$ cat config.mk
export PLATFORM = sky130hd
export DESIGN_NAME = dht11_responder
export DESIGN_NICKNAME = d
export VERILOG_FILES = /design/src/rtl/dht11_responder.sv
export SDC_FILE = /design/constraint.sdc
export NUM_CORES = 1
export LEC_CHECK = 0
export CAP_MARGIN = 25
export CORE_MARGIN = 2
export CORE_UTILIZATION = 51
export DETAILED_ROUTE_END_ITERATION = 8
export HOLD_SLACK_MARGIN = 0.15
export PLACE_DENSITY_LB_ADDON = 0.05
export SLEW_MARGIN = 15
export SYNTH_ARGS = -nofsm -noshare
export SYNTH_HDL_FRONTEND = slang
export SYNTH_SLANG_ARGS = --single-unit
$ cat constraint.sdc
create_clock -name clk -period 2.65 [get_ports clk]
set_input_delay 0.265 -clock clk [delete_from_list [all_inputs] [get_ports clk]]
set_output_delay 0.265 -clock clk [all_outputs]
set_load 0.1 [all_outputs]
$ cat src/rtl/dht11_responder.sv
// DHT11 sensor-side emulator: waits for a host start pulse, then answers with the
// response preamble and a 40-bit humidity/temperature frame on an open-drain line.
module dht11_responder #(
    parameter int unsigned CYCLES_PER_US = 50,
    parameter int unsigned START_MIN_US  = 18000,
    parameter int unsigned RESP_DELAY_US = 30,
    parameter int unsigned RESP_LOW_US   = 80,
    parameter int unsigned RESP_HIGH_US  = 80,
    parameter int unsigned BIT_LOW_US    = 50,
    parameter int unsigned BIT0_HIGH_US  = 26,
    parameter int unsigned BIT1_HIGH_US  = 70
) (
    input  logic       clk,
    input  logic       rst,
    input  logic       dht_in,
    output logic       dht_oe,
    input  logic [7:0] hum_int,
    input  logic [7:0] hum_dec,
    input  logic [7:0] temp_int,
    input  logic [7:0] temp_dec,
    output logic       busy,
    output logic       done,
    output logic [7:0] frame_cnt
);

    function automatic int unsigned max_u(input int unsigned a, input int unsigned b);
        return (a > b) ? a : b;
    endfunction

    localparam int unsigned START_CYC = START_MIN_US  * CYCLES_PER_US;
    localparam int unsigned DLY_CYC   = RESP_DELAY_US * CYCLES_PER_US;
    localparam int unsigned RLO_CYC   = RESP_LOW_US   * CYCLES_PER_US;
    localparam int unsigned RHI_CYC   = RESP_HIGH_US  * CYCLES_PER_US;
    localparam int unsigned BLO_CYC   = BIT_LOW_US    * CYCLES_PER_US;
    localparam int unsigned B0_CYC    = BIT0_HIGH_US  * CYCLES_PER_US;
    localparam int unsigned B1_CYC    = BIT1_HIGH_US  * CYCLES_PER_US;
    localparam int unsigned MAX_CYC   = max_u(START_CYC, max_u(max_u(DLY_CYC, RLO_CYC),
                                        max_u(max_u(RHI_CYC, BLO_CYC), max_u(B0_CYC, B1_CYC))));
    localparam int unsigned TW        = $clog2(MAX_CYC + 1);

    localparam logic [TW-1:0] C_START_M1 = TW'(START_CYC - 1);
    localparam logic [TW-1:0] C_DLY      = TW'(DLY_CYC);
    localparam logic [TW-1:0] C_RLO      = TW'(RLO_CYC);
    localparam logic [TW-1:0] C_RHI      = TW'(RHI_CYC);
    localparam logic [TW-1:0] C_BLO      = TW'(BLO_CYC);
    localparam logic [TW-1:0] C_B0       = TW'(B0_CYC);
    localparam logic [TW-1:0] C_B1       = TW'(B1_CYC);

    typedef enum logic [2:0] {
        S_IDLE, S_HOST_LOW, S_RESP_DLY, S_RESP_LO, S_RESP_HI, S_BIT_LO, S_BIT_HI, S_END_LO
    } state_t;

    state_t        r_state, w_state_nxt;
    logic          r_sync1, r_sync2;
    logic          r_armed;
    logic [TW-1:0] r_timer;
    logic [5:0]    r_bit_idx;
    logic [39:0]   r_frame;
    logic          r_oe, r_busy, r_done;
    logic [7:0]    r_frame_cnt;

    logic          w_ls;
    logic [TW-1:0] w_phase_len;
    logic          w_phase_last;
    logic          w_accept;
    logic          w_frame_end;
    logic [7:0]    w_chk;

    assign w_ls        = r_sync2;
    assign w_chk       = hum_int + hum_dec + temp_int + temp_dec;
    assign w_accept    = (r_state == S_HOST_LOW) && (w_state_nxt == S_RESP_DLY);
    assign w_frame_end = (r_state == S_END_LO) && w_phase_last;

    always_comb begin
        w_phase_len = '0;
        case (r_state)
            S_RESP_DLY: w_phase_len = C_DLY;
            S_RESP_LO:  w_phase_len = C_RLO;
            S_RESP_HI:  w_phase_len = C_RHI;
            S_BIT_LO:   w_phase_len = C_BLO;
            S_BIT_HI:   w_phase_len = r_frame[r_bit_idx] ? C_B1 : C_B0;
            S_END_LO:   w_phase_len = C_BLO;
            default:    w_phase_len = '0;
        endcase
    end

    assign w_phase_last = (r_timer == w_phase_len - 1'b1);

    always_comb begin
        w_state_nxt = r_state;
        case (r_state)
            S_IDLE:     if (r_armed && !w_ls) w_state_nxt = S_HOST_LOW;
            S_HOST_LOW: if (w_ls) w_state_nxt = (r_timer >= C_START_M1) ? S_RESP_DLY : S_IDLE;
            S_RESP_DLY: if (w_phase_last) w_state_nxt = S_RESP_LO;
            S_RESP_LO:  if (w_phase_last) w_state_nxt = S_RESP_HI;
            S_RESP_HI:  if (w_phase_last) w_state_nxt = S_BIT_LO;
            S_BIT_LO:   if (w_phase_last) w_state_nxt = S_BIT_HI;
            S_BIT_HI:   if (w_phase_last) w_state_nxt = (r_bit_idx == 6'd0) ? S_END_LO : S_BIT_LO;
            S_END_LO:   if (w_phase_last) w_state_nxt = S_IDLE;
            default:    w_state_nxt = S_IDLE;
        endcase
    end

    always_ff @(posedge clk or negedge rst) begin
        if (!rst) r_state <= S_IDLE;
        else      r_state <= w_state_nxt;
    end

    always_ff @(posedge clk or negedge rst) begin
        if (!rst) begin
            r_sync1     <= 1'b0;
            r_sync2     <= 1'b0;
            r_armed     <= 1'b0;
            r_timer     <= '0;
            r_bit_idx   <= '0;
            r_frame     <= '0;
            r_oe        <= 1'b0;
            r_busy      <= 1'b0;
            r_done      <= 1'b0;
            r_frame_cnt <= '0;
        end else begin
            r_sync1 <= dht_in;
            r_sync2 <= r_sync1;

            // The line must be seen high in IDLE before another start is accepted,
            // so a host still holding low after END_LO cannot retrigger a frame.
            if (r_state == S_END_LO)
                r_armed <= 1'b0;
            else if (r_state == S_IDLE && w_ls)
                r_armed <= 1'b1;

            if (w_state_nxt != r_state || r_state == S_IDLE)
                r_timer <= '0;
            else if (r_timer != '1)
                r_timer <= r_timer + 1'b1;

            if (w_accept) begin
                r_frame   <= {hum_int, hum_dec, temp_int, temp_dec, w_chk};
                r_bit_idx <= 6'd39;
            end else if (r_state == S_BIT_HI && w_phase_last && r_bit_idx != 6'd0) begin
                r_bit_idx <= r_bit_idx - 6'd1;
            end

            r_oe   <= (w_state_nxt == S_RESP_LO) || (w_state_nxt == S_BIT_LO) ||
                      (w_state_nxt == S_END_LO);
            r_busy <= (w_state_nxt != S_IDLE) && (w_state_nxt != S_HOST_LOW);
            r_done <= w_frame_end;
            if (w_frame_end) r_frame_cnt <= r_frame_cnt + 8'd1;
        end
    end

    assign dht_oe    = r_oe;
    assign busy      = r_busy;
    assign done      = r_done;
    assign frame_cnt = r_frame_cnt;

endmodule

==> results of run 1 <==
logic make-up after synthesis:
logic type               synth area share, %
AND/OR/NAND/NOR                        23.14
buffers and inverters                  3.383
flip-flops                             42.87
adder cells (fa/ha/maj)                8.368
multiplexers                           6.353
XOR/XNOR                               7.051
AO/OA/AOI/OAI                          8.833
cell usage in the layout (no fill, tap or decap), drive strengths merged, types with 12 or more instances in the layout:
| cell | n |
|---|---|
| clkbuf | 12 |
| xnor2 | 25 |
| fa | 14 |
| xor2 | 14 |
| inv | 13 |
| nor2 | 37 |
| o21ai | 19 |
| nand4 | 16 |
| dfrtp | 83 |
| mux2i | 15 |
| clkdlybuf4s50 | 21 |
| a21oi | 19 |
| buf | 82 |
| nand3 | 15 |
| nand2 | 116 |
state kept, by name (all words and copies together) (netlist names):
register   count
busy           1
r_state        3
dht_oe         1
r_armed        1
done           1
r_timer       20
r_bit_idx      6
r_sync1        1
r_sync2        1
r_frame       40
frame_cnt      8
worst register-to-register path, delay by kind of cell (launching register included):
kind                   cells  cell delay, ps
muxes                      3             980
DFF                        1             400
AOI/OAI and AO/OA          2             510
buffers and inverters      1             130
and+or+nand+nor            4             840
final timing paths:
kind | to | cells past startpoint
setup / recovery | r_bit_idx[5] | 10
hold / removal | r_frame[33] | 3
setup reg to reg | r_bit_idx[5] | 10
hold reg to reg | r_sync2 | 0
max in group asynchronous | r_frame[13] | 3
min in group asynchronous | r_frame[34] | 2
power by group through the flow:
stage               clock [W]  sequential, W  combinational (W)
floorplan                   0        0.00130           0.000222
detailed placement          0        0.00130           0.000438
finish               0.000937        0.00128           0.000467
CTS                  0.000964        0.00128           0.000456
global route          0.00100        0.00128           0.000522
global placement            0        0.00130           0.000427
timing repair:
action	in CTS	in global routing
gates resized for setup	28	23
hold buffers	1	0
setup endpoints to repair	39	42
pin swaps	22	15
endpoints found under the hold margin	83	0
setup buffers	5	3
layout make-up:
class	count	area, µm²
multi-input combinational	391	2725
clock inverter	7	76.32
inverter	12	45.04
timing repair buffer	116	1010
clock buffer	9	123.9
tap	129	161.4
fill	753	3020
sequential	83	2078
metal layers:
metal,vias to the layer above,share of wire (%),wire [µm]
met2,76,47,5544
met4,0,1.8,211
li1,1959,-,-
met5,-,0,0
met1,2014,47,5498
met3,20,3.7,438
through the flow:
step | TNS, ps | worst slack [ps] | cell area, µm²
6_report | -7809 | -272.8 | 6220
5_1_grt | -11770 | -367.9 | 6220
4_1_cts | -5351 | -240.4 | 6152
3_5_place_dp | -9800 | -543.2 | 5848
3_3_place_gp | -8999 | -487.4 | 5848
2_1_floorplan | -5.312 | -5.312 | 4855
==> metrics, run 1 <==
Final Hold Violating Endpoints 0; initial antenna violation count 0; max-slew violations 0; combinational fraction of design power 17.4%; Die W 101.5 µm; Total Power 0.002682 W; R2R Path Start r_bit_idx[0]; Clk pwr share a little over a third; post-route ant nets 0; synth unique cells 58; syn nets 573; Mapped Cells just over 500; relative slew slack between 60% and 70%; area share of the largest cell type after synthesis 42.87%; routed vias/inst about 5.4; Sw Share a little over a quarter; Layout Utilization approximately two thirds; FMAX roughly 340 MHz; Largest delay share family, worst path multiplexers; Most used DFF post-synth dfrtp_1; sequential power share 47.7%; Final GP Congestion 0.8850; GR Util met1 35.29%; final layout net count 672; Net Switching 0.0007205 W; Post-Place Cells 723; WL final roughly 12000 µm; setup ws final -272.8 ps; ant diodes 0; largest fanout on the critical path 6; H-Tree Depth 3; crit share post-route 110.3%; WHS 151.9 ps; top cell type by total area after synthesis dfrtp_1; row cnt 35; Cell Pwr Density 431.2 mW/mm²; CP Class flip-flop to flip-flop; Root Driver clkbuf_8; Seq/Total Area, Yosys between 40 and 50%; drt drc 0; Initial Utilization 52.43%; Worst Setup End Kind flip-flop; final setup violation count 39; crit path launch r_bit_idx[0]; Tightest Hold Check Type input port to flip-flop; Max Cap Viol 0; ranking of synthesized cells by instance count nand2_1 (116), dfrtp_1 (83), nor2_1 (36); Hold Startpoint hum_int[1]; Buf/Inv on CP 1; first-pass GRT wire length ~20000 µm; average size of a mapped cell 9.425 µm²; Clock Skews 14.40 ps; Period minus WS final 2923 ps; Slew @ Worst Pin 528.0 ps; die area 0.01030 mm²; CTS buffer count 9; DR pass1 iterations 4; post-synthesis instance area 0.004845 mm²; Post-synth EDFFs 0; initial DRC count 205; Core Box Area approximately 0.009 mm²; port buffer count 45; post-detail-place hpwl 8527 µm; post-synthesis register bit count 83; Leak 2.756 nW; required time of the critical path 2950 ps; CP max-delay cell mux4_2; fin cells 747; largest net degree at the start of global routing between 70 and 80; busiest grt layer met2; worst path cell trace buf_12 > mux4_2 > mux2_4 > nand4b_1 > nand4_4 > mux2i_1 > a32o_2 > a21o_4 > or4_1 > nand3_1; post-DR wirelength/cell 15.65 µm; RSZ-0062 raised after global routing yes; Worst-path clk slew 90 ps; grt met2 use a little over 40%; met3 Usage GRT 3.313%; status complete, but fails checks; Max VDD drop 255.2 µV; Syn. warnings 0; reg2reg setup slack -270 ps; CTS max path bufs 2; share of cells above drive strength 1 between 20 and 25%; Total GRT Usage 25.11%; die height 101.5 µm; Via Count 4069; vias in the first global route ~4100; CP startpoint kind flip-flop; async set or reset register ratio after synthesis 100.0%; Area growth, synth to finish 28.38%; failing checks negative setup slack; Internal 0.001962 W; CTS tree done; arrival time at the worst endpoint 3220 ps; Critical Path Max Stage Delay 500 ps; synth top area cells dfrtp_1 (43%), nand2_1 (9.0%), fa_1 (5.8%); # IOs 46; total gr overflow 0; Clock Latency Late Sink 370 ps; clk sinks 83; most numerous cell in the Yosys netlist nand2_1
No activity file was read; power rests on OpenSTA's default activity.
==> run 2: changes to the inputs <==
Settings changed: DONT_BUFFER_PORTS set to 1.
==> run 2 against run 1 <==
  * The run still ends with negative setup slack left
  * Worst hold slack gained 2.2 ps
  * Routed wire length grew 1.5%
  * Combinational power shrank 11%
  * Via count shrank 1.3%
  * Critical endpoint unchanged
  * Non-clock buffer count shrank 24
  * Sequential share of layout area grew 0.95 points
  * Critical path type unchanged
==> metrics, run 2 (synthesis results as in run 1) <==
met3 Usage GRT 4.141% (+0.83 points); vias in the first global route 4020 (-2.1%); Max Cap Viol 0 (unchanged); Leak 2.606 nW (-5.4%); failing checks negative setup slack; total gr overflow 0 (unchanged); Clock Skews 8.567 ps (-5.835 ps); Initial Utilization 52.43% (unchanged); final setup violation count 29 (-26%); Clock Latency Late Sink 350 ps (-20 ps); Total GRT Usage 24.63% (-0.49 points); CTS max path bufs 2 (unchanged); port buffer count 0 (-100%); CP Class flip-flop to flip-flop; Slew @ Worst Pin 910.7 ps (+382.7 ps); row cnt 35 (unchanged); commonest non-fill, non-tap cell in the layout nand2_1; largest fanout on the critical path 6 (unchanged); WL final 11870 µm (+1.5%); relative slew slack 39.28% (-26 points); RSZ-0062 raised after global routing yes; grt met2 use 38.21% (-2.1 points); routed vias/inst 5.565 (+2.2%); clk sinks 83 (unchanged); Core Box Area 0.009240 mm² (unchanged); die area 0.01030 mm² (unchanged); Die W 101.5 µm (unchanged); Layout Utilization 65.46% (-1.9 points); Total Power 0.002697 W (+0.53%); CTS buffer count 9 (unchanged); setup ws final -181.1 ps (+91.65 ps); CTS tree done; Final GP Congestion 0.8716 (-1.5%); R2R Path Start r_bit_idx[0]; ant diodes 0 (unchanged); Hold Startpoint temp_dec[0]; Max VDD drop 262.1 µV (+2.7%); Top reg by flops r_frame; Tightest Hold Check Type input port to flip-flop; Area growth, synth to finish 24.85%; filler instances 740 (-1.7%); crit path launch r_bit_idx[0]; post-route ant nets 0 (unchanged); # IOs 46 (unchanged); Worst Setup End Kind flip-flop; arrival time at the worst endpoint 3120 ps (-100 ps); Cell Pwr Density 445.8 mW/mm² (+3.4%); FMAX 353.2 MHz (+3.2%); H-Tree Depth 3 (unchanged); most frequent cells in the layout nand2_1 (116), dfrtp_1 (82), buf_4 (52); initial DRC count 218 (+6.3%); final layout net count 648 (-3.6%); die height 101.5 µm (unchanged); max-slew violations 0 (unchanged); Via Count 4018 (-1.3%); DR pass1 iterations 5 (+1); post-DR wirelength/cell 16.44 µm (+5.0%); Final Hold Violating Endpoints 0 (unchanged); required time of the critical path 2940 ps (about the same); busiest grt layer met2; drt drc 0 (unchanged); GR Util met1 36.84% (+1.6 points); Period minus WS final 2831 ps (-91.65 ps); largest net degree at the start of global routing 84 (+6.3%); Root Driver clkbuf_8; post-detail-place hpwl 8317 µm (-2.5%); share of cells above drive strength 1 20.07% (-2.6 points); max FFs per register 40 (unchanged); initial antenna violation count 0 (unchanged); first-pass GRT wire length 19710 µm (-2.4%); crit share post-route 106.8% (-3.5 points); status complete, but fails checks; CP startpoint kind flip-flop; Worst-path clk slew 80 ps (about the same)
## run 2: worst paths after layout
| path | depth (start not counted) | slack [ps] | end |
|---|---|---|---|
| max in group asynchronous | 2 | 1800 | r_bit_idx[0] |
| max | 9 | -180 | r_bit_idx[5] |
| min in group asynchronous | 2 | 490 | r_timer[8] |
| max reg2reg | 9 | -180 | r_bit_idx[5] |
| min reg2reg | 0 | 360 | r_sync2 |
| min | 3 | 150 | r_frame[0] |
## run 2: area by class of cell
type	count	area, µm²	area share, %
multi-input combinational	391	2725	45.06
sequential	83	2078	34.36
timing repair buffer	92	823.3	13.61
tap	129	161.4	2.669
clock buffer	10	137.6	2.276
clock inverter	5	77.57	1.283
inverter	12	45.04	0.7447
## run 2: worst max-delay path, stage by stage (launching register included)
cell	delay (ps)
dfrtp_2	450
mux4_2	510
mux2_4	280
nand4b_1	120
nand4_2	150
nand3b_4	200
a32o_2	300
a21o_4	220
or4_1	460
nand3_1	80
## run 2: routing by layer
metal  vias up  share of wire (%)
li1       1906                  -
met1      2007                 47
met2        98                 48
met3         7                4.4
met4         0               0.65
met5         -                  0
## run 2: repair_timing
item / 4_1_cts / 5_1_grt
hold buffers: 35 / 0
cloned: 3 / 0
endpoints found under the setup margin: 37 / 38
pin swaps: 23 / 7
gates resized for setup: 24 / 14
endpoints found under the hold margin: 116 / 0
setup buffers: 0 / 2
## run 2: metrics by stage
| stage | TNS [ps] | setup WS [ps] | hold WS (ps) | instances | area (µm²) |
|---|---|---|---|---|---|
| final | -3686 | -181.1 | 154.1 | 722 | 6048 |
| after global routing | -8189 | -298.4 | 173.3 | 722 | 6048 |
| after CTS | -3055 | -169.3 | 153.6 | 720 | 5986 |
| after detailed placement | -7884 | -292.1 | -27.45 | 667 | 5308 |
| after global placement | -5302 | -208.5 | -27.93 | 667 | 5308 |
| after floorplan | -5.312 | -5.312 | -30.59 | 514 | 4855 |
## run 2: power by group
part | internal [W] | switching [W]
sequential | 0.00127 | 0.00000633
clock | 0.000548 | 0.000454
combinational | 0.000214 | 0.000203
total | 0.00203 | 0.000663
